**config.mk**
```make
export PLATFORM = sky130hd
export DESIGN_NAME = hit_detector_flat
export DESIGN_NICKNAME = d
export VERILOG_FILES = /design/src/rtl/vga_pkg.sv /design/src/rtl/vga_if.sv /design/src/rtl/hit_window_match.sv /design/src/rtl/hit_detector.sv /design/src/flat_wrapper.sv
export SDC_FILE = /design/constraint.sdc
export NUM_CORES = 1
export LEC_CHECK = 0
export BUFFER_PORTS_ARGS = -buffer_cell sky130_fd_sc_hd__buf_2
export CORE_MARGIN = 2
export CORE_UTILIZATION = 52
export DETAILED_ROUTE_END_ITERATION = 16
export PLACE_DENSITY = 0.76
export SYNTH_ARGS = -nofsm -noshare
export SYNTH_HDL_FRONTEND = slang
export SYNTH_SLANG_ARGS = --single-unit
```
**constraint.sdc**
```tcl
create_clock -name clk -period 2.7 [get_ports clk]
set_input_delay 0.27 -clock clk [delete_from_list [all_inputs] [get_ports clk]]
set_output_delay 0.27 -clock clk [all_outputs]
set_load 0.01 [all_outputs]
```
**src/rtl/vga_pkg.sv**
```systemverilog
// Shared video constants and helpers for blocks that sample the composed VGA stream.
package vga_pkg;

    localparam int unsigned COORD_W = 12;
    localparam int unsigned RGB_W   = 12;

    localparam logic [RGB_W-1:0] DUCK_KEY_RGB = 12'h8_4_2;
    localparam logic [RGB_W-1:0] KEY_MASK     = 12'hF_F_0;

    // Lower window edge, clamped at the left/top of the screen instead of wrapping.
    function automatic logic [COORD_W-1:0] clip_lo(input logic [COORD_W-1:0] c,
                                                   input logic [COORD_W-1:0] r);
        return (c >= r) ? (c - r) : '0;
    endfunction

    // Upper window edge, one bit wider so coordinates near 4095 cannot wrap.
    function automatic logic [COORD_W:0] ext_hi(input logic [COORD_W-1:0] c,
                                                input logic [COORD_W-1:0] r);
        return {1'b0, c} + {1'b0, r};
    endfunction

endpackage

```
**src/rtl/vga_if.sv**
```systemverilog
// Composed VGA stream: raster position, blanking, syncs and pixel colour.
interface vga_if;
    import vga_pkg::*;

    logic [COORD_W-1:0] hcount;
    logic [COORD_W-1:0] vcount;
    logic               hsync;
    logic               vsync;
    logic               hblnk;
    logic               vblnk;
    logic [RGB_W-1:0]   rgb;

    modport out (output hcount, vcount, hsync, vsync, hblnk, vblnk, rgb);
    modport in  (input  hcount, vcount, hsync, vsync, hblnk, vblnk, rgb);

endinterface

```
**src/rtl/hit_window_match.sv**
```systemverilog
// Combinational test of one pixel: inside the shot window, and colour equal to the key.
module hit_window_match
    import vga_pkg::*;
(
    input  logic [COORD_W-1:0] hcount,
    input  logic [COORD_W-1:0] vcount,
    input  logic               hblnk,
    input  logic               vblnk,
    input  logic [RGB_W-1:0]   rgb,
    input  logic [COORD_W-1:0] x_lo,
    input  logic [COORD_W:0]   x_hi,
    input  logic [COORD_W-1:0] y_lo,
    input  logic [COORD_W:0]   y_hi,
    output logic               in_window,
    output logic               match
);

    logic w_x_in;
    logic w_y_in;
    logic w_key;

    assign w_x_in    = (hcount >= x_lo) && ({1'b0, hcount} <= x_hi);
    assign w_y_in    = (vcount >= y_lo) && ({1'b0, vcount} <= y_hi);
    assign w_key     = ((rgb & KEY_MASK) == (DUCK_KEY_RGB & KEY_MASK));
    assign in_window = !hblnk && !vblnk && w_x_in && w_y_in;
    assign match     = in_window && w_key;

endmodule

```
**src/rtl/hit_detector.sv**
```systemverilog
// Light-gun hit detector: counts key-coloured pixels in a square window around the
// cursor over one complete frame and reports hit / count / timeout with a handshake.
//
//   state      | meaning
//   IDLE       | waiting for shot_req
//   WAIT_FRAME | window latched, waiting for vblnk rising edge
//   SCAN       | counting matching pixels until window end or frame timeout
//   RESULT     | outputs held until hit_ack
module hit_detector
    import vga_pkg::*;
#(
    parameter  int HIT_RADIUS     = 2,
    parameter  int HIT_MIN        = 3,
    parameter  int TIMEOUT_FRAMES = 2,
    localparam int CNT_W          = $clog2((2*HIT_RADIUS+1)**2+1)
)(
    input  logic               clk,
    input  logic               rst_n,
    vga_if.in                  in,
    input  logic [COORD_W-1:0] xpos,
    input  logic [COORD_W-1:0] ypos,
    input  logic               shot_req,
    output logic               shot_busy,
    output logic               hit_valid,
    output logic               hit,
    output logic [CNT_W-1:0]   hit_count,
    output logic               timeout,
    input  logic               hit_ack
);

    localparam int               FRM_W   = $clog2(TIMEOUT_FRAMES+1);
    localparam logic [COORD_W-1:0] RAD   = COORD_W'(HIT_RADIUS);
    localparam logic [CNT_W-1:0] CNT_MAX = {CNT_W{1'b1}};

    typedef enum logic [1:0] {
        IDLE,
        WAIT_FRAME,
        SCAN,
        RESULT
    } state_t;

    state_t             r_state;
    logic               r_vblnk_d;
    logic [COORD_W-1:0] r_x_lo;
    logic [COORD_W:0]   r_x_hi;
    logic [COORD_W-1:0] r_y_lo;
    logic [COORD_W:0]   r_y_hi;
    logic [CNT_W-1:0]   r_count;
    logic [FRM_W-1:0]   r_frames;

    logic               w_in_window;
    logic               w_match;
    logic               w_vblnk_rise;
    logic               w_finish;
    logic [CNT_W-1:0]   w_cnt_next;
    logic [FRM_W-1:0]   w_frames_next;
    logic               w_hit_next;
    logic               w_frames_done;

    hit_window_match u_match (
        .hcount    (in.hcount),
        .vcount    (in.vcount),
        .hblnk     (in.hblnk),
        .vblnk     (in.vblnk),
        .rgb       (in.rgb),
        .x_lo      (r_x_lo),
        .x_hi      (r_x_hi),
        .y_lo      (r_y_lo),
        .y_hi      (r_y_hi),
        .in_window (w_in_window),
        .match     (w_match)
    );

    assign w_vblnk_rise  = in.vblnk && !r_vblnk_d;
    // Last row of the window ends either at x_hi or, if clipped by the line, at hblnk.
    assign w_finish      = ({1'b0, in.vcount} == r_y_hi) &&
                           (({1'b0, in.hcount} == r_x_hi) || in.hblnk);
    assign w_cnt_next    = (w_match && (r_count != CNT_MAX)) ? r_count + 1'b1 : r_count;
    assign w_hit_next    = (32'(w_cnt_next) >= 32'(HIT_MIN));
    assign w_frames_next = r_frames + 1'b1;
    assign w_frames_done = (32'(w_frames_next) >= 32'(TIMEOUT_FRAMES));

    always_ff @(posedge clk) begin
        if (!rst_n) begin
            r_state   <= IDLE;
            r_vblnk_d <= 1'b0;
            r_x_lo    <= '0;
            r_x_hi    <= '0;
            r_y_lo    <= '0;
            r_y_hi    <= '0;
            r_count   <= '0;
            r_frames  <= '0;
            shot_busy <= 1'b0;
            hit_valid <= 1'b0;
            hit       <= 1'b0;
            hit_count <= '0;
            timeout   <= 1'b0;
        end else begin
            r_vblnk_d <= in.vblnk;
            case (r_state)
                IDLE: begin
                    if (shot_req) begin
                        r_x_lo    <= clip_lo(xpos, RAD);
                        r_x_hi    <= ext_hi(xpos, RAD);
                        r_y_lo    <= clip_lo(ypos, RAD);
                        r_y_hi    <= ext_hi(ypos, RAD);
                        r_count   <= '0;
                        r_frames  <= '0;
                        shot_busy <= 1'b1;
                        r_state   <= WAIT_FRAME;
                    end
                end
                WAIT_FRAME: begin
                    if (w_vblnk_rise) begin
                        r_state <= SCAN;
                    end
                end
                SCAN: begin
                    r_count <= w_cnt_next;
                    if (w_finish) begin
                        hit_valid <= 1'b1;
                        hit       <= w_hit_next;
                        hit_count <= w_cnt_next;
                        timeout   <= 1'b0;
                        r_state   <= RESULT;
                    end else if (w_vblnk_rise) begin
                        r_frames <= w_frames_next;
                        if (w_frames_done) begin
                            hit_valid <= 1'b1;
                            hit       <= 1'b0;
                            hit_count <= w_cnt_next;
                            timeout   <= 1'b1;
                            r_state   <= RESULT;
                        end
                    end
                end
                RESULT: begin
                    if (hit_ack) begin
                        hit_valid <= 1'b0;
                        shot_busy <= 1'b0;
                        r_state   <= IDLE;
                    end
                end
                default: r_state <= IDLE;
            endcase
        end
    end

endmodule

```
**src/flat_wrapper.sv**
```systemverilog
// flat-port wrapper written by rule: the top's interface ports become plain ports
module hit_detector_flat import vga_pkg::*;
#(
    parameter  int HIT_RADIUS     = 2,
    parameter  int HIT_MIN        = 3,
    parameter  int TIMEOUT_FRAMES = 2,
    localparam int CNT_W          = $clog2((2*HIT_RADIUS+1)**2+1)
)
  (clk, rst_n, xpos, ypos, shot_req, shot_busy, hit_valid, hit, hit_count, timeout, hit_ack, in_hcount, in_vcount, in_hsync, in_vsync, in_hblnk, in_vblnk, in_rgb);
  vga_if in_i ();
  input  logic clk;
  input  logic rst_n;
  input  logic [COORD_W-1:0] xpos;
  input  logic [COORD_W-1:0] ypos;
  input  logic shot_req;
  output logic shot_busy;
  output logic hit_valid;
  output logic hit;
  output logic [CNT_W-1:0] hit_count;
  output logic timeout;
  input  logic hit_ack;
  input wire logic [$bits(in_i.hcount)-1:0] in_hcount;
  input wire logic [$bits(in_i.vcount)-1:0] in_vcount;
  input wire logic [$bits(in_i.hsync)-1:0] in_hsync;
  input wire logic [$bits(in_i.vsync)-1:0] in_vsync;
  input wire logic [$bits(in_i.hblnk)-1:0] in_hblnk;
  input wire logic [$bits(in_i.vblnk)-1:0] in_vblnk;
  input wire logic [$bits(in_i.rgb)-1:0] in_rgb;
  assign in_i.hcount = in_hcount;
  assign in_i.vcount = in_vcount;
  assign in_i.hsync = in_hsync;
  assign in_i.vsync = in_vsync;
  assign in_i.hblnk = in_hblnk;
  assign in_i.vblnk = in_vblnk;
  assign in_i.rgb = in_rgb;
  hit_detector #(.HIT_RADIUS(HIT_RADIUS), .HIT_MIN(HIT_MIN), .TIMEOUT_FRAMES(TIMEOUT_FRAMES)) u_core (.clk(clk), .rst_n(rst_n), .in(in_i), .xpos(xpos), .ypos(ypos), .shot_req(shot_req), .shot_busy(shot_busy), .hit_valid(hit_valid), .hit(hit), .hit_count(hit_count), .timeout(timeout), .hit_ack(hit_ack));
endmodule
```
After elaboration in Yosys (flattened, before gate mapping)
Index checks and enable logic that the tools add are counted.

Input bits: 68. Register bits: 69. Output and inout port bits: 9. Word-level logic and storage cells: 97.

Eq/ne operators: 14. $lt $le $gt $ge: 8. Multiplexer cells: 30. Reduce and logical (&&, ||, !) cells: 26. $add $sub $neg: 6.

Operators by type and width (count): adder 12 x 2 -> 13 bit, second input constant (2); equality test 12 x 13 -> 1 bit (2); less-or-equal comparator 12 x 13 -> 1 bit (2); two-way mux 5 bit (5); >= comparator 12 bit (2); >= comparator 12 x 2 -> 1 bit, second input constant (2); two-way mux 12 bit (2); subtractor 12 x 2 -> 12 bit, second input constant (2); two-way mux 2 bit (9); case mux 5 bit (2 select lines) (1); nonzero test 2 bit (5); logical AND 1 bit (9); two-way mux 1 bit (9); equality test 8 bit, second input constant (1); case mux 2 bit (4 select lines) (1); AND reduction 4 bit (2); != test 2 bit, second input constant (3); != test 3 x 1 -> 1 bit, second input constant (2); AND reduction 3 bit (2); adder 5 x 1 -> 5 bit, second input constant (1); >= comparator 5 x 2 -> 1 bit, second input constant (1); != test 5 bit, second input constant (1); AND reduction 5 bit (1); equality test 2 bit, second input constant (2); other kinds (10) (15).

Depth between registers and ports, before layout
Depth after elaboration: 10. Depth in mapped cells: 11. Depth with buffers taken out: 10.

Hierarchy
Synthesis repeated with hierarchy kept, for this count alone.

Cell total of the unflattened synthesis: 624. Area total of the unflattened synthesis: 5038.6 µm².

Modules (own cells, without submodules): hit_detector (sequential area each 1381.3 µm², cells an instance 456, instances 1, area each 3762.4 µm²); hit_window_match (sequential area each 0.0 µm², cells an instance 168, instances 1, area each 1276.2 µm²).

Worst setup path after synthesis
OpenSTA, ideal clock, no wires.

Path type: register -> register. Start point: register u_core.r_count[1]. End point: register u_core.hit_count[2]. Arrival time: 2.555 ns. Cell stages (with the launch flop): 12. Library setup time: 0.091 ns. Setup slack: 0.055 ns. Required time: 2.609 ns. Period minus slack after synthesis: 2.645 ns. Path through: dfxtp_1 > ha_1 > and3_1 > ha_1 > nor4_1 > nand4_1 > or4_1 > a211oi_2 > nand4_2 > buf_6 > or3_1 > a311oi_1.

Cells in the longest elaborated chain, start to end: 6. Elaborated cells between the ends (all ways): 7. Classes of those cells: 1 x add/sub; 1 x eq/ne; 4 x mux; 1 x reduce/logical.

RTL lines: from (decl) (line hit_detector.sv:48) `logic [CNT_W-1:0] r_count;`; from (signal assigned) (line hit_detector.sv:119) `r_count <= w_cnt_next;`; parallel branches: the longest is 2 deep, another holds adder 5 x 1 -> 5 bit; two-way mux 5 bit * (line hit_detector.sv:78) `assign w_cnt_next = (w_match && (r_count != CNT_MAX)) ? r_count + 1'b1 : r_count;`; two-way mux 5 bit (line hit_detector.sv:128) `if (w_frames_done) begin`; two-way mux 5 bit (line hit_detector.sv:126) `end else if (w_vblnk_rise) begin`; two-way mux 5 bit * (line hit_detector.sv:120) `if (w_finish) begin`; to (signal assigned) (line hit_detector.sv:123) `hit_count <= w_cnt_next;`; to (signal assigned) (line hit_detector.sv:131) `hit_count <= w_cnt_next;`; to (decl) (line hit_detector.sv:26) `output logic [CNT_W-1:0] hit_count,`.

Mark *: on every way between the ends. The select of a mux whose other input is x is not followed. A chain may end at the register's enable or synchronous reset.

Final worst setup path
Start point: register u_core.r_count[1]. End point: register u_core.hit_count[3].

Same word-level chain as after synthesis.

==> metrics.md <==
| Metric | Value |
|---|---|
| Pre-CTS setup slack | `-0.00940 ns` |
| Setup Skew | `about 0.010 ns` |
| Worst EP required | `around 3.0 ns` |
| Post-route ant nets | `0` |
| CTS buffer count | `9` |
| Die height | `roughly 99 microns` |
| Final WL | `11.7 mm` |
| Most frequent cells after synthesis | `nor2_1 (80), dfxtp_1 (69), ha_1 (58), inv_1 (56), nand2_1 (44)` |
| Setup-failing EPs final | `0` |
| Largest net degree at the start of global routing | `48` |
| Clk_lat worst skew | `0.36 ns` |
| VDD IR-drop max | `0.000349 V` |
| Top post-synthesis cells by area | `dfxtp_1 (29%), ha_1 (15%), nor2_1 (6.4%)` |
| Startpoint types | `flop` |
| Max transition margin | `38.8%` |
| Net Sw Power | `around 1.4 mW` |
| Cell-internal power | `2.29 mW` |
| Detailed Route Iter0 Violations | `roughly 190` |
| Setup CP Type | `flop to flop` |
| Post-synth EDFFs | `0` |
| Gr usage total | `about 24%` |
| Endpoint class of the critical path | `flop` |
| Wire per inst | `around 15 microns` |
| Comb pwr share | `approximately two fifths` |
| HP Start | `in_vblnk` |
| Top_reg_cell synth | `dfxtp_1` |
| Max cap viols | `0` |
| Proportion of layout cells with a drive suffix above 1 | `18.6%` |
| Cell variety after synth | `55` |
| Die width | `99.3 microns` |
| Syn-to-layout area delta | `17.6%` |
| Crit. Startpoint | `u_core.r_count[1]` |
| Leakage power | `2.31 nW` |
| Reg clk slew, reported paths | `0.08 ns` |
| Fin nets | `793` |
| Number of diodes | `0` |
| DRC viols | `0` |
| Design area | `5550 sq um` |
| Register area | `1390 sq um` |
| Reg2reg start | `u_core.r_count[1]` |
| Achievable Freq | `between 300 and 400 MHz` |
| Count leader, synth | `nor2_1` |
| Sequential share of power | `36.0%` |
| Worst-margin pin slew | `between 0.9 and 1 ns` |
| Final Hold Vio Count | `0` |
| CP max FO | `4` |
| Clock root buffer | `clkbuf_8` |
| Antenna violations before repair | `0` |
| Area of the die | `9860 sq um` |
| Minimum clock period | `~2.6 ns` |
| Via count | `4435` |
| Placed instance area | `approximately 5200 sq um` |
| H-tree levels | `3` |
| First-pass GRT wire length | `19.2 mm` |
| Gr ovfl total | `0` |
| Crit share post-route | `97.1%` |
| Non-Filler Instances | `780` |
| Dpl cells | `approximately 760` |
| Final core occ | `roughly 63%` |
| Port Buffers | `70` |
| Number of global-route vias before repair | `between 4000 and 5000` |
| Post-synthesis register bit count | `69` |
| Routability cong. | `~0.83` |
| DPL Wire Length | `8.66 mm` |
| Asr flop ratio synth | `0%` |
| Mapped Cells | `600` |
| IO Pins | `77` |
| Initial core utilization | `a little over half` |
| Area occupied by multi-input gates | `3130 sq um` |
| Yosys top cell area share | `29.3%` |
| Vias/cell | `5.69` |
| Ys Warns | `0` |
| Clock network power share | `25.1%` |
| RSZ-0062 raised after global routing | `yes` |
| HP Class | `input pin to flop` |
| Clk buf depth | `2` |
| Status | `complete, no violations` |
| Core area | `8760 sq um` |
| Sw Share | `37.9%` |
| Syn_nets | `726` |
| Seq/Total Area, Yosys | `29.3%` |
| Final slew viol count | `0` |
| DR pass1 iterations | `4` |
| Final setup margin | `0.0784 ns` |
| Post-synth top area cell | `dfxtp_1` |
| Synthesized area | `4720 sq um` |
| Syn_area_per_cell | `7.87 sq um` |
| Pwr Density | `664 nW/um^2` |
| CTS tree | `done` |
| CTS sink count | `a little under 70` |
| Layout fillers | `789` |
| Worst Path Arrival | `2.90 ns` |
| Site row count | `34` |
## timing repair
action                     CTS  global route
hold buffers                 0             0
setup buffers                1             1
gates cloned                 0             0
pin swaps                   11             8
resized for setup            9            15
setup endpoints to repair    2             8
## metrics by stage
stage / power [mW] / TNS, ns / hold slack (ns)
6_report: 3.68 / 0 / 0.180
5_1_grt: 3.97 / -0.0224 / 0.188
4_1_cts: 3.65 / 0 / 0.173
3_5_place_dp: 2.72 / -0.00940 / 0.450
3_3_place_gp: 2.64 / -0.0171 / 0.445
2_1_floorplan: 2.33 / 0 / 0.366
## worst max-delay path: stages, from the launching register on
cell	delay, ns
dfxtp_2	0.34
ha_4	0.16
and3_4	0.15
ha_4	0.16
nor4_4	0.12
nand4_1	0.11
or4_4	0.45
a211oi_4	0.22
nand4_4	0.16
or3_1	0.42
a311oi_2	0.25
## placed cells by master (no fill, tap or decap), drive strengths merged, types with 3 or more instances in the layout
cell    count
or4         4
mux2i       4
and4        3
a22oi      14
xnor2      18
ha         58
or3         5
inv        57
dfxtp      69
nor3       19
nand3      20
and3       10
o211ai      3
nand2b      4
a21oi      40
a211oi     31
clkbuf     11
nor2       80
o21bai      3
nor3b       4
mux2        3
clkinv      3
and2        5
o21ai      13
xor2       17
nand2      44
buf        85
nand4       9
a21o        3
nor4        5
## worst paths after layout
check	slack, ns	cells after the start	to
setup / recovery	0.08	10	u_core.hit_count[3]
hold / removal	0.18	2	u_core.r_vblnk_d
setup reg to reg	0.08	10	u_core.hit_count[3]
hold reg to reg	0.46	2	u_core.r_x_hi[2]
## per-layer routing
layer,global-route usage (%),part of all wire (%)
met2,40.3,47
met5,0,0
met4,9.27,2.1
met3,4.36,4.6
met1,30.8,46
## power by group through the flow
| stage | Clock [mW] | Combinational [mW] | Sequential (mW) |
|---|---|---|---|
| 3_5_place_dp | 0 | 1.37 | 1.35 |
| 2_1_floorplan | 0 | 1.01 | 1.32 |
| 5_1_grt | 0.979 | 1.64 | 1.35 |
| 6_report | 0.925 | 1.43 | 1.32 |
| 4_1_cts | 0.932 | 1.39 | 1.32 |
| 3_3_place_gp | 0 | 1.31 | 1.33 |
## cell families after synthesis
kind of cell | Yosys count | share of synthesized area [%]
buffers and inverters | 86 | 7.00
DFF | 69 | 29.3
muxes | 7 | 1.56
AOI/OAI and AO/OA | 123 | 17.4
xor gates and xnor gates | 35 | 6.49
and+or+nand+nor | 222 | 22.9
adders and majority gates | 58 | 15.4
## flip-flops by register name, indices dropped and copies added, names as in the netlist
| signal | count |
|---|---|
| u_core.hit | 1 |
| u_core.hit_count | 5 |
| u_core.hit_valid | 1 |
| u_core.r_count | 5 |
| u_core.r_frames | 2 |
| u_core.r_state | 2 |
| u_core.r_vblnk_d | 1 |
| u_core.r_x_hi | 13 |
| u_core.r_x_lo | 12 |
| u_core.r_y_hi | 13 |
| u_core.r_y_lo | 12 |
| u_core.shot_busy | 1 |
| u_core.timeout | 1 |
## cell type report
| cell class | instances | share of cell area, % |
|---|---|---|
| Inverter | 57 | 3.85 |
| Clock inverter | 5 | 1.35 |
| Clock buffer | 11 | 2.37 |
| Tap cell | 108 | 2.43 |
| Sequential cell | 69 | 25.0 |
| Multi-Input combinational cell | 445 | 56.4 |
| Timing Repair Buffer | 85 | 8.63 |
No activity file was read; power rests on OpenSTA's default activity.
